==> config.mk <==
export PLATFORM = sky130hd
export DESIGN_NAME = vram_arbiter
export DESIGN_NICKNAME = d
export VERILOG_FILES = /design/src/rtl/vga_text_pkg.sv /design/src/rtl/wr_fifo.sv /design/src/rtl/vram_arbiter.sv
export SDC_FILE = /design/constraint.sdc
export NUM_CORES = 1
export LEC_CHECK = 0
export ABC_CLOCK_PERIOD_IN_PS = 2670
export BUFFER_PORTS_ARGS = -buffer_cell sky130_fd_sc_hd__buf_4
export CAP_MARGIN = 20
export CORE_UTILIZATION = 50
export CTS_BUF_LIST = sky130_fd_sc_hd__clkbuf_16
export CTS_CLUSTER_SIZE = 20
export DETAILED_ROUTE_END_ITERATION = 12
export GPL_ROUTABILITY_DRIVEN = 1
export PLACE_DENSITY = 0.84
export SETUP_SLACK_MARGIN = 0.2
export SYNTH_ARGS = -nofsm -noshare
export SYNTH_HDL_FRONTEND = slang
export SYNTH_SLANG_ARGS = --single-unit
==> constraint.sdc <==
create_clock -name clk -period 2.67 [get_ports clk]
set_input_delay 0.267 -clock clk [delete_from_list [all_inputs] [get_ports clk]]
set_output_delay 0.267 -clock clk [all_outputs]
set_load 0.01 [all_outputs]
==> src/rtl/vga_text_pkg.sv <==
// Shared constants and types for the 80x30 text-mode video path.
// Geometry, RAM widths, arbiter state encoding and the character-cell address helper.
package vga_text_pkg;

    localparam int COLS    = 80;
    localparam int ROWS    = 30;
    localparam int AW      = 12;
    localparam int DW      = 7;
    localparam int GLYPH_W = 8;
    localparam int GLYPH_H = 16;
    localparam int CELLS   = COLS * ROWS;

    localparam logic [AW-1:0] COLS_V  = AW'(COLS);
    localparam logic [AW-1:0] CELLS_V = AW'(CELLS);

    typedef enum logic {
        DISP  = 1'b0,
        DRAIN = 1'b1
    } arb_state_t;

    typedef struct packed {
        logic [AW-1:0] addr;
        logic [DW-1:0] data;
    } wr_entry_t;

    // row*COLS + col as a constant shift-add: one adder per set bit of COLS.
    function automatic logic [AW-1:0] cell_addr(input logic [AW-1:0] row,
                                                input logic [AW-1:0] col);
        logic [AW-1:0] acc;
        acc = col;
        for (int i = 0; i < AW; i++) begin
            if (COLS_V[i]) begin
                acc = acc + (row << i);
            end
        end
        return acc;
    endfunction

endpackage

==> src/rtl/wr_fifo.sv <==
// Generic synchronous FIFO with first-word fall-through head and occupancy count.
// Push is refused when full and pop when empty, both judged on the registered count.
module wr_fifo #(
    parameter int DEPTH = 4,
    parameter int WIDTH = 8
) (
    input  logic                     clk,
    input  logic                     rst,
    input  logic                     push,
    input  logic [WIDTH-1:0]         din,
    input  logic                     pop,
    output logic [WIDTH-1:0]         dout,
    output logic                     full,
    output logic                     empty,
    output logic [$clog2(DEPTH):0]   count
);

    localparam int PW = $clog2(DEPTH);
    localparam int CW = PW + 1;

    logic [WIDTH-1:0] mem [DEPTH];
    logic [PW-1:0]    wr_ptr;
    logic [PW-1:0]    rd_ptr;
    logic             push_ok;
    logic             pop_ok;

    assign full    = (count == CW'(DEPTH));
    assign empty   = (count == '0);
    assign push_ok = push && !full;
    assign pop_ok  = pop && !empty;
    assign dout    = mem[rd_ptr];

    always_ff @(posedge clk) begin
        if (push_ok) begin
            mem[wr_ptr] <= din;
        end
    end

    // Pointers wrap naturally at DEPTH since DEPTH is a power of two.
    always_ff @(posedge clk or posedge rst) begin
        if (rst) begin
            wr_ptr <= '0;
            rd_ptr <= '0;
            count  <= '0;
        end else begin
            if (push_ok) begin
                wr_ptr <= wr_ptr + 1'b1;
            end
            if (pop_ok) begin
                rd_ptr <= rd_ptr + 1'b1;
            end
            count <= count + CW'(push_ok) - CW'(pop_ok);
        end
    end

endmodule

==> src/rtl/vram_arbiter.sv <==
// Arbitrates one single-port character RAM between video reads and buffered writes.
// Video owns the port during active display; queued writes drain only while blanking.
module vram_arbiter
    import vga_text_pkg::*;
#(
    parameter int FIFO_DEPTH = 4
) (
    input  logic          clk,
    input  logic          rst,
    input  logic          video_on,
    input  logic [9:0]    pixel_x,
    input  logic [9:0]    pixel_y,
    input  logic          wr_req,
    input  logic [AW-1:0] wr_addr,
    input  logic [DW-1:0] wr_data,
    output logic          wr_ack,
    output logic          wr_err,
    output logic          fifo_full,
    output logic [AW-1:0] ram_addr,
    output logic          ram_we,
    output logic [DW-1:0] ram_wdata,
    input  logic [DW-1:0] ram_rdata,
    output logic [DW-1:0] char_code,
    output logic          char_valid,
    output logic [2:0]    font_col,
    output logic [3:0]    font_row
);

    localparam int CW    = $clog2(FIFO_DEPTH) + 1;
    localparam int X_SH  = $clog2(GLYPH_W);
    localparam int Y_SH  = $clog2(GLYPH_H);

    arb_state_t    state_q;
    arb_state_t    state_d;
    wr_entry_t     head;
    logic          full;
    logic          empty;
    logic [CW-1:0] count;
    logic          push;
    logic          pop;
    logic          addr_ok;
    logic [AW-1:0] vid_addr;
    logic          vo_d1;
    logic          vo_d2;
    logic [2:0]    col_d1;
    logic [2:0]    col_d2;
    logic [3:0]    row_d1;
    logic [3:0]    row_d2;

    assign vid_addr  = cell_addr(AW'(pixel_y[9:Y_SH]), AW'(pixel_x[9:X_SH]));
    assign addr_ok   = (wr_addr < CELLS_V);
    assign push      = wr_req && addr_ok && !full;
    assign fifo_full = (count == CW'(FIFO_DEPTH));

    wr_fifo #(
        .DEPTH (FIFO_DEPTH),
        .WIDTH (AW + DW)
    ) u_wr_fifo (
        .clk   (clk),
        .rst   (rst),
        .push  (push),
        .din   ({wr_addr, wr_data}),
        .pop   (pop),
        .dout  (head),
        .full  (full),
        .empty (empty),
        .count (count)
    );

    // Grant follows the sampled video_on; a pop only happens on a cycle granted to the writer.
    always_comb begin
        state_d = state_q;
        pop     = 1'b0;
        case (state_q)
            DISP:    if (!video_on) state_d = DRAIN;
            DRAIN:   if (video_on)  state_d = DISP;
            default: state_d = DISP;
        endcase
        if (state_d == DRAIN && !empty) begin
            pop = 1'b1;
        end
    end

    always_ff @(posedge clk or posedge rst) begin
        if (rst) begin
            state_q   <= DISP;
            ram_addr  <= '0;
            ram_we    <= 1'b0;
            ram_wdata <= '0;
            wr_ack    <= 1'b0;
            wr_err    <= 1'b0;
        end else begin
            state_q <= state_d;
            wr_ack  <= push;
            wr_err  <= wr_req && !addr_ok;
            if (state_d == DISP) begin
                ram_addr <= vid_addr;
                ram_we   <= 1'b0;
            end else if (pop) begin
                ram_addr  <= head.addr;
                ram_wdata <= head.data;
                ram_we    <= 1'b1;
            end else begin
                ram_we <= 1'b0;
            end
        end
    end

    // Two stages match the address register plus the RAM's own read register.
    always_ff @(posedge clk or posedge rst) begin
        if (rst) begin
            vo_d1  <= 1'b0;
            vo_d2  <= 1'b0;
            col_d1 <= '0;
            col_d2 <= '0;
            row_d1 <= '0;
            row_d2 <= '0;
        end else begin
            vo_d1  <= video_on;
            vo_d2  <= vo_d1;
            col_d1 <= pixel_x[2:0];
            col_d2 <= col_d1;
            row_d1 <= pixel_y[3:0];
            row_d2 <= row_d1;
        end
    end

    assign char_valid = vo_d2;
    assign font_col   = col_d2;
    assign font_row   = row_d2;
    assign char_code  = vo_d2 ? ram_rdata : '0;

endmodule

======== Yosys cells after proc, flatten, opt, wreduce, memory -nomap -nowiden ========
Memory sizes are Yosys's and may differ from the RTL's.
Cells that the tools add are included.
word-level totals
  bits in registers ....................... 45
  memories kept ........................... 1
  input port bits ......................... 50
  output and inout bits ................... 38
  memory bits (writable) .................. 76
memories
  name           depth  bits a word  read ports  clocked after Yosys merged registers in  wr ports  line           source
  u_wr_fifo.mem  4      19           1           0                                        1         wr_fifo.sv:21  logic [WIDTH-1:0] mem [DEPTH];
cells by class
  muxes and demuxes ....................... 9
  $add $sub $neg .......................... 6
  equal/unequal tests ..................... 2
  reductions and logical operators ........ 11
  magnitude comparators ................... 1
operators with widths
  kind                                                             number
  12-bit two-way mux                                               2
  11-bit by 12-bit adder with 12-bit output                        1
  12-bit < comparator, second input constant                       1
  7-bit by 10-bit adder with 11-bit output                         1
  7-bit two-way mux                                                1
  1-bit logical AND                                                6
  1-bit two-way mux                                                6
  2-bit by 1-bit adder with 2-bit output, second input constant    2
  3-bit by 1-bit adder with 3-bit output                           1
  3-bit == test, second input constant                             1
  1-bit logical NOT                                                3
  3-bit logical NOT                                                1
  3-bit by 1-bit subtractor with 3-bit output                      1
  2-bit by 1-bit != test with 1-bit output, second input constant  1
  2-bit AND reduction                                              1

======== Depth between registers and ports, before layout ========
Gate-level depths: netlist (run 1).
  depth in word-level cells ............... 6
  mapped depth ............................ 9

======== Cells and area by module ========
A second synthesis (run 1) with hierarchy kept.
second synthesis, totals
  cells, all modules ...................... 283
  area, all modules ....................... 4,978.5 µm²
by module, submodules not included
  module        area each (µm²)  instances  cells each
  wr_fifo       3,215.6          1          141
  vram_arbiter  1,762.9          1          142

======== Worst setup path after synthesis (run 1) ========
OpenSTA, ideal clock, no wires.
  kind .................................... reg-to-reg
  start ................................... reg u_wr_fifo.count[2]
  end ..................................... reg u_wr_fifo.count[2]
  required time ........................... 2,547 ps
  setup time .............................. 123 ps
  setup slack ............................. 509 ps
  stages on the path, launching flop included .. 10
  arrival time ............................ 2,038 ps
  path through ............................ dfrtp_1 -> nor3_2 -> nor2_2 -> ha_1 -> inv_1 -> ha_1 -> inv_1 -> fa_1 -> xnor2_1 -> xnor2_1
on the way
  cells in the longest elaborated chain, start to end .. 6
RTL lines
  element                                        line                               source
  start: declaration                             wr_fifo.sv:15                      output logic [$clog2(DEPTH):0] count
  start signal: assignment                       wr_fifo.sv:52                      count <= count + CW'(push_ok) - CW'(pop_ok);
  3-bit logical NOT *                            wr_fifo.sv:28                      assign empty = (count == '0);
  1-bit logical NOT *                            wr_fifo.sv:30, vram_arbiter.sv:79
  1-bit logical AND                              vram_arbiter.sv:79                 if (state_d == DRAIN && !empty) begin
  1-bit two-way mux                              vram_arbiter.sv:79
  1-bit logical AND *                            wr_fifo.sv:30                      assign pop_ok = pop && !empty;
  named net u_wr_fifo.pop_ok                     wr_fifo.sv:25                      logic pop_ok;
  3-bit by 1-bit subtractor with 3-bit output *  wr_fifo.sv:52
Mark *: on every way through the listed nets, which the timed path passes. The rest lies on a longest branch.
A chain may end at the register's enable or synchronous reset.

======== Final worst setup path (run 1) ========
Ends and elaborated chain as after synthesis.

==> flow_summary.json, run 1 <==
{
  "clkSinkCount": 121,
  "yosysTopAreaCell": "edfxtp_1",
  "wl_per_cell_um": 17.00,
  "fin_ws_ns": 0.5850,
  "die_area_um2": 10160,
  "drt.antenna.violating_nets": 0,
  "dpl_cell_area_um2": 5753,
  "syn_avg_cell_area_um2": 17.75,
  "grt_pass1_vias": 2922,
  "hp-class": "primary input to register",
  "slew_violations": 0,
  "path_max_fanout": 3,
  "grt_max_degree": 46,
  "cp_slowest_cell": "dfrtp_1",
  "p_total_mw": 6.517,
  "max_stage_delay_ns": 0.42,
  "critPathBufInv": 2,
  "row_count": 35,
  "pre_cts_ws_ns": 0.4226,
  "wl_um": 9146,
  "slew_headroom_pct": 58.37,
  "cts_max_level": 4,
  "yosysSeqAreaShare_pct": 69.81,
  "crit_family": "adder cells",
  "final_area_um2": 6454,
  "criticalPathCategory": "register to register",
  "antenna_found_initial": 0,
  "tightest_slew_ns": 0.6244,
  "grt_pass1_wl_um": 14640,
  "finalNetCount": 466,
  "dieHeight_um": 100.8,
  "synth_seq_cells": 121,
  "ys_types": 31,
  "numCtsBuffers": 17,
  "p_per_area_nw_per_um2": 1010,
  "area_growth_pct": 32.19,
  "port-buffer-count": 87,
  "synth_nets": 345,
  "root_buffer": "clkbuf_16",
  "drc": 0,
  "setup-tns-final_ns": 0,
  "io_pins": 88,
  "worst_setup_path_end_kind": "register",
  "initial_core_util_pct": 52.34,
  "p_leak_nw": 2.649,
  "synth_area_um2": 4882,
  "hold-worst-slack_ns": 0.05976,
  "maxCapViolCount": 0,
  "fin_skew_ns": 0.01276,
  "cts.clk_slew.worst_paths_ns": 0.05,
  "clk_latency_ns": 0.41,
  "synthTopCellsByArea": "edfxtp_1 47%, dfrtp_1 23%, mux4_2 8.8%, ha_1 4.4%, mux2i_1 1.8%",
  "path_cells": "nor3_2, nor2_2, ha_1, inv_1, ha_1, inv_1, fa_1, xnor2_1, xnor2_1",
  "layout_common_cells": "101 x buf_4, 76 x edfxtp_1, 45 x dfrtp_1",
  "synth_top_area_share_pct": 46.75,
  "hold_viol_final": 0,
  "n_antenna_cell": 0,
  "mostFrequentLayoutCell": "buf_4",
  "coreArea_um2": 9328,
  "dp_hpwl_um": 5996,
  "setup_violations": 0,
  "ir_drop_mv": 0.5367,
  "worst_ep_required_time_ns": 2.99,
  "rsz0062_at_grt": "no",
  "fmax_mhz": 479.6,
  "routed_via_density": 5.145,
  "vias": 2768,
  "status": "finished, final reports clean",
  "yosysWarnings": 0,
  "overflow": 0,
  "cp_data_arrival_time_ns": 2.40,
  "tritoncts": "built",
  "layout_min_cycle_time_ns": 2.085,
  "drt_iter0_drc": 165,
  "critPathLaunchType": "register",
  "grt_util_all_layers_pct": 20.09,
  "die_x_um": 100.8,
  "syn_inst": 275,
  "layout-drive-gt1-share_pct": 40.59,
  "firstDrtPassIters": 5,
  "finalCritPeriodShare_pct": 78.09,
  "gp_congestion": 0.7980,
  "cts_max_path_buffers": 2
}
## per-stage QoR
stage          std cells  util, %
2_1_floorplan        275        -
3_3_place_gp         497    61.68
3_5_place_dp         497    61.68
4_1_cts              536    68.87
5_1_grt              538    69.19
6_report             538    69.19
## final cells by class
cell class	instances	area (um^2)
clock buffers	17	425.4
clock inverters	15	175.2
fillers	596	2874
inverters	13	48.80
multi-input cells	133	1376
flip-flops and latches	121	3408
well taps	129	161.4
repair buffers	110	858.3
## sequential cells by signal, indices dropped and copies added, names as in the netlist
register / cells
char_valid: 1
col_d1: 3
font_col: 3
font_row: 4
ram_addr: 12
ram_wdata: 7
ram_we: 1
row_d1: 4
u_wr_fifo.count: 3
u_wr_fifo.mem: 76
u_wr_fifo.rd_ptr: 2
u_wr_fifo.wr_ptr: 2
vo_d1: 1
wr_ack: 1
wr_err: 1
## logic make-up (layout without fill, tap and decap cells)
family	after synthesis	count (layout)	synth area share [%]
multiplexers	37	37	12.76
flip-flops	121	121	69.81
XOR/XNOR	8	8	1.435
AND/OR/NAND/NOR	34	34	3.921
adder cells (fa/ha/maj)	20	20	5.587
buffers and inverters	21	155	1.999
AO/OA/AOI/OAI	34	34	4.485
## final timing paths
kind,start,endpoint,depth (start not counted),slack (ns)
min reg2reg,col_d1[2],font_col[2],0,0.34
min,wr_addr[3],u_wr_fifo.mem[3][10],1,0.06
min in group asynchronous,rst,u_wr_fifo.wr_ptr[1],3,0.37
max,u_wr_fifo.count[2],u_wr_fifo.count[2],9,0.59
max reg2reg,u_wr_fifo.count[2],u_wr_fifo.count[2],9,0.59
max in group asynchronous,rst,ram_addr[8],4,1.82
## synth_stat cells
cell type  count
a21o_1         5
nor2b_1        4
a211o_1        1
buf_2          3
nand2_1       10
a211oi_1       6
mux2_4         1
dfrtp_1       45
ha_1          17
clkbuf_1       3
edfxtp_1      76
inv_1         13
xnor2_1        4
nand3_1        1
o31ai_1        1
nor3_1         4
o21ai_0        5
a21oi_1        7
and2_1        11
fa_1           3
and3_1         1
mux2i_1        9
mux4_2        19
nor3_2         1
o21ai_1        8
nor3b_2        1
xor2_1         4
a211oi_4       1
mux2_2         8
buf_6          2
nor2_2         1
## per-layer routing
metal	track usage, %	wire [um]
met5	0	0
met4	6.912	84
met3	7.074	590
met2	33.77	4733
met1	24.24	3738
## power breakdown
group	total [mW]	internal [mW]	switching (mW)
logic	1.61	0.905	0.708
clock network	2.28	1.47	0.810
registers	2.63	2.36	0.267
total	6.52	4.73	1.79
## timing repair
item	CTS	global route
resized for setup	0	0
hold endpoints to repair	7	12
buffers inserted	0	0
hold buffers	7	1
Note: power is estimated with default switching activity, not from simulation.
==> inputs of run 2 (changes only) <==
--- a/config.mk
+++ b/config.mk
@@ -5,7 +5,7 @@
 export SDC_FILE = /design/constraint.sdc
 export NUM_CORES = 1
 export LEC_CHECK = 0
-export ABC_CLOCK_PERIOD_IN_PS = 2670
+export ABC_CLOCK_PERIOD_IN_PS = 2150
 export BUFFER_PORTS_ARGS = -buffer_cell sky130_fd_sc_hd__buf_4
 export CAP_MARGIN = 20
 export CORE_UTILIZATION = 50
==> constraint.sdc (replaced) <==
create_clock -name clk -period 2.15 [get_ports clk]
set_input_delay 0.215 -clock clk [delete_from_list [all_inputs] [get_ports clk]]
set_output_delay 0.215 -clock clk [all_outputs]
set_load 0.01 [all_outputs]
==> flow_summary.json, run 2 (same netlist as run 1, synthesis figures left out) <==
{
  "p_total_mw": 7.886,
  "tritoncts": "built",
  "dieHeight_um": 100.8,
  "numCtsBuffers": 17,
  "fill_cells": 626,
  "worst_ep_required_time_ns": 2.43,
  "port-buffer-count": 87,
  "drt_iter0_drc": 80,
  "cts_max_level": 4,
  "finalCritPeriodShare_pct": 89.33,
  "wl_met1_um": 3765,
  "top_layer": "met4",
  "coreArea_um2": 9328,
  "seq_area_um2": 3410,
  "cp_data_arrival_time_ns": 2.20,
  "cts_max_path_buffers": 2,
  "ir_drop_mv": 0.7413,
  "status": "finished, final reports clean",
  "drt.antenna.violating_nets": 0,
  "cp_slowest_cell": "dfrtp_2",
  "fin_skew_ns": 0.008751,
  "overflow": 0,
  "path_cells": "nor3_4, nor2_4, ha_4, inv_2, ha_4, inv_2, fa_2, xnor2_2, xnor2_1",
  "firstDrtPassIters": 4,
  "row_count": 35,
  "dp_hpwl_um": 6146,
  "hold_viol_final": 0,
  "reg_top3": "u_wr_fifo.mem: 76 flops, ram_addr: 12 flops, ram_wdata: 7 flops",
  "rsz0062_at_grt": "yes",
  "holdPathStages": 1,
  "dpl_cell_area_um2": 5836,
  "clk_latency_ns": 0.40,
  "initial_core_util_pct": 52.34,
  "finalNetCount": 480,
  "tightest_slew_ns": 0.4387,
  "maxCapViolCount": 0,
  "wl_um": 9283,
  "drc": 0,
  "fmax_mhz": 520.7,
  "slew_headroom_pct": 70.71,
  "die_x_um": 100.8,
  "final_area_um2": 6591,
  "wl_met3_um": 493,
  "antenna_found_initial": 0,
  "reg2reg_depth": 9,
  "wl_per_cell_um": 16.82,
  "clkSinkCount": 121,
  "routed_via_density": 5.138,
  "max_stage_delay_ns": 0.42,
  "p_per_area_nw_per_um2": 1196,
  "root_buffer": "clkbuf_16",
  "grt_max_degree": 28,
  "wl_met2_um": 4896,
  "criticalPathCategory": "register to register",
  "layout-drive-gt1-share_pct": 43.03,
  "grt_util_all_layers_pct": 20.47,
  "slew_violations": 0,
  "multi_input_area_um2": 1434,
  "p_leak_nw": 2.708,
  "gp_congestion": 0.8369,
  "utilization_pct": 70.66,
  "vias": 2836,
  "hp-class": "primary input to register",
  "grt_pass1_vias": 3063,
  "layout_min_cycle_time_ns": 1.921,
  "io_pins": 88,
  "die_area_um2": 10160,
  "largest_reg_flops": 76,
  "n_antenna_cell": 0,
  "path_max_fanout": 2,
  "area_growth_pct": 35.01,
  "mostFrequentLayoutCell": "buf_4",
  "grt_pass1_wl_um": 14790,
  "setup-tns-final_ns": 0,
  "setup_violations": 0,
  "cts.clk_slew.worst_paths_ns": 0.06,
  "regMostFlops": "u_wr_fifo.mem",
  "critPathLaunchType": "register",
  "layout_common_cells": "103 x buf_4, 76 x edfxtp_1, 44 x dfrtp_1",
  "worst_setup_path_end_kind": "register"
}
[run 2: cell types whose count changed in the layout (fill, tap and decap cells not counted), sizes merged]
cell / change
buf: +5
bufinv: -3
clkinv: +4
clkinvlp: -3
dlygate4sd3: +9
inv: +2
[run 2: where the power goes]
group | switching [mW] | leakage, nW | internal [mW]
Clock | 0.942 | 0.275 | 1.45
Combinational | 1.02 | 1.21 | 1.29
Sequential | 0.257 | 1.22 | 2.94
[run 2: area by class of cell]
cell class,count,share of cell area (%)
clock buffer,17,6.454
inverter,13,0.7403
sequential,121,51.73
tap,129,2.449
timing repair buffer,124,15.53
multi-input combinational,133,21.75
clock inverter,15,1.348
[run 2: timing repair]
action / in CTS / in global routing
setup endpoints to repair: 2 / 1
hold buffers: 17 / 0
endpoints found under the hold margin: 60 / 0
resized for setup: 5 / 2
pin swaps: 6 / 5
buffers inserted: 4 / 1
[run 2: path summary, 6_finish.rpt]
| path | from | endpoint | slack, ns |
|---|---|---|---|
| min | wr_data[4] | u_wr_fifo.mem[2][4] | 0.02 |
| max in group asynchronous | rst | ram_addr[7] | 1.18 |
| max | u_wr_fifo.count[0] | u_wr_fifo.count[2] | 0.23 |
| min in group asynchronous | rst | col_d1[2] | 0.40 |
| max reg2reg | u_wr_fifo.count[0] | u_wr_fifo.count[2] | 0.23 |
| min reg2reg | col_d1[2] | font_col[2] | 0.35 |
[run 2: stage by stage]
step | std cells | hold WS [ns] | worst slack (ns)
after floorplan | 275 | 0.2464 | 0.09692
after global placement | 498 | 0.2409 | 0.08730
after detailed placement | 498 | 0.2545 | 0.03134
after CTS | 551 | 0.00005929 | 0.2091
after global routing | 552 | 0.003362 | 0.1571
final | 552 | 0.01875 | 0.2294
[run 2: routing by layer]
| metal | global-route usage (%) | up-vias |
|---|---|---|
| met3 | 6.103 | 13 |
| met1 | 22.81 | 1433 |
| met5 | 0 | - |
| met4 | 9.030 | 0 |
| li1 | - | 1316 |
| met2 | 36.35 | 74 |
[run 2: critical path, delay by kind of cell, from the launching register on]
kind	cells	cell delay, ns
xor+xnor	2	0.27
simple gates	2	0.33
flops	1	0.42
buf+inv	2	0.09
fa+ha+maj	3	0.69
==> inputs of run 3 (changes only) <==
--- a/config.mk
+++ b/config.mk
@@ -8,6 +8,7 @@
 export ABC_CLOCK_PERIOD_IN_PS = 2150
 export BUFFER_PORTS_ARGS = -buffer_cell sky130_fd_sc_hd__buf_4
 export CAP_MARGIN = 20
+export CORE_MARGIN = 10
 export CORE_UTILIZATION = 50
 export CTS_BUF_LIST = sky130_fd_sc_hd__clkbuf_16
 export CTS_CLUSTER_SIZE = 20
==> flow_summary.json, run 3 (same netlist as run 1, synthesis figures left out) <==
{
  "hold_viol_final": 0,
  "tightest_slew_ns": 0.7824,
  "cts_max_level": 4,
  "row_count": 36,
  "ir_drop_mv": 0.7553,
  "finalNonFillerCells": 552,
  "routed_via_density": 5.165,
  "slew_headroom_pct": 47.77,
  "antenna_found_initial": 0,
  "drt.antenna.violating_nets": 0,
  "p_total_mw": 8.760,
  "fin_skew_ns": 0.007900,
  "regMostFlops": "u_wr_fifo.mem",
  "cts_max_path_buffers": 2,
  "setup_violations": 0,
  "fin_ws_ns": 0.1370,
  "io_pins": 88,
  "maxCapViolCount": 0,
  "layout_common_cells": "102 x buf_4, 76 x edfxtp_1, 45 x dfrtp_1",
  "drt_iter0_drc": 198,
  "fill_cells": 614,
  "pre_cts_ws_ns": 0.03082,
  "finalCritPeriodShare_pct": 93.63,
  "die_area_um2": 14120,
  "gp_congestion": 0.7938,
  "path_max_fanout": 2,
  "finalNetCount": 476,
  "clk_latency_ns": 0.40,
  "grt_util_all_layers_pct": 15.61,
  "worst_ep_required_time_ns": 2.43,
  "coreArea_um2": 9639,
  "p_leak_nw": 2.753,
  "layout-drive-gt1-share_pct": 43.91,
  "cts.clk_slew.worst_paths_ns": 0.05,
  "slew_violations": 0,
  "dp_hpwl_um": 6748,
  "root_buffer": "clkbuf_16",
  "initial_core_util_pct": 50.65,
  "area_growth_pct": 37.78,
  "post-place-cells": 501,
  "dieHeight_um": 118.8,
  "firstDrtPassIters": 4,
  "die_x_um": 118.8,
  "final_area_um2": 6726,
  "largest_reg_flops": 76,
  "layout_min_cycle_time_ns": 2.013,
  "mostFrequentLayoutCell": "buf_4",
  "rsz0062_at_grt": "yes",
  "cp_data_arrival_time_ns": 2.29,
  "critPathLaunchType": "register",
  "grt_max_degree": 39,
  "worst_setup_path_end_kind": "register",
  "drc": 0,
  "overflow": 0,
  "reg_top3": "u_wr_fifo.mem: 76 flops, ram_addr: 12 flops, ram_wdata: 7 flops",
  "fmax_mhz": 496.8,
  "vias": 2851,
  "p_per_area_nw_per_um2": 1302,
  "criticalPathCategory": "register to register",
  "clkSinkCount": 121,
  "grt_pass1_vias": 3110,
  "setup-tns-final_ns": 0,
  "port-buffer-count": 87,
  "wl_um": 10630,
  "grt_pass1_wl_um": 17060,
  "status": "finished, final reports clean",
  "wl_per_cell_um": 19.26,
  "dpl_cell_area_um2": 5833,
  "tritoncts": "built",
  "numCtsBuffers": 17,
  "n_antenna_cell": 0,
  "hp-class": "primary input to register"
}
[run 3: metal layers]
metal	GRT usage [%]	vias to the layer above	part of all wire, %
met5	0	-	0
met4	4.504	0	0.74
met3	6.424	9	7.3
met2	25.63	101	50
met1	18.58	1432	42
li1	-	1309	-
[run 3: power breakdown]
group,switching (mW),internal (mW)
registers,0.252,2.93
clock network,1.00,2.18
logic,1.09,1.30
[run 3: critical path, cell delays in order, from the launching register on]
cell and delay (ns):
dfrtp_1 0.42, buf_6 0.14, nor3b_4 0.15, a211oi_4 0.31, ha_4 0.18, inv_2 0.04
fa_2 0.37, xnor2_2 0.14, xnor2_1 0.13
[run 3: final cells by class]
class / count / area [um^2] / share of cell area [%]
multi-input combinational: 133 / 1440 / 21.41
clock inverter: 15 / 249.0 / 3.702
clock buffer: 17 / 425.4 / 6.324
tap: 133 / 166.4 / 2.474
sequential: 121 / 3408 / 50.67
inverter: 13 / 48.80 / 0.7254
timing repair buffer: 120 / 988.4 / 14.69
[run 3: worst paths after layout]
| path | startpoint | to | slack, ns | cells past startpoint |
|---|---|---|---|---|
| worst max-delay path | u_wr_fifo.count[2] | u_wr_fifo.count[2] | 0.14 | 8 |
| worst min-delay path | wr_data[1] | u_wr_fifo.mem[2][1] | 0.01 | 1 |
| worst max register to register | u_wr_fifo.count[2] | u_wr_fifo.count[2] | 0.14 | 8 |
| worst min register to register | vo_d1 | char_valid | 0.35 | 0 |
| max in group asynchronous | rst | ram_wdata[1] | 1.03 | 4 |
| min in group asynchronous | rst | font_row[1] | 0.53 | 3 |
[run 3: repair_timing]
item,in CTS,in global routing
endpoints found under the setup margin,1,2
gates cloned,0,0
gates resized for setup,6,3
buffers inserted,4,3
pin swaps,6,4
hold buffers,8,4
endpoints found under the hold margin,21,16
[run 3: per-stage QoR]
stage / hold slack, ns / util (%)
detailed placement: 0.3255 / 60.51
floorplan: 0.2464 / -
CTS: 0.001268 / 68.99
finish: 0.01236 / 69.78
global route: 0.0001697 / 69.78
global placement: 0.3248 / 60.51
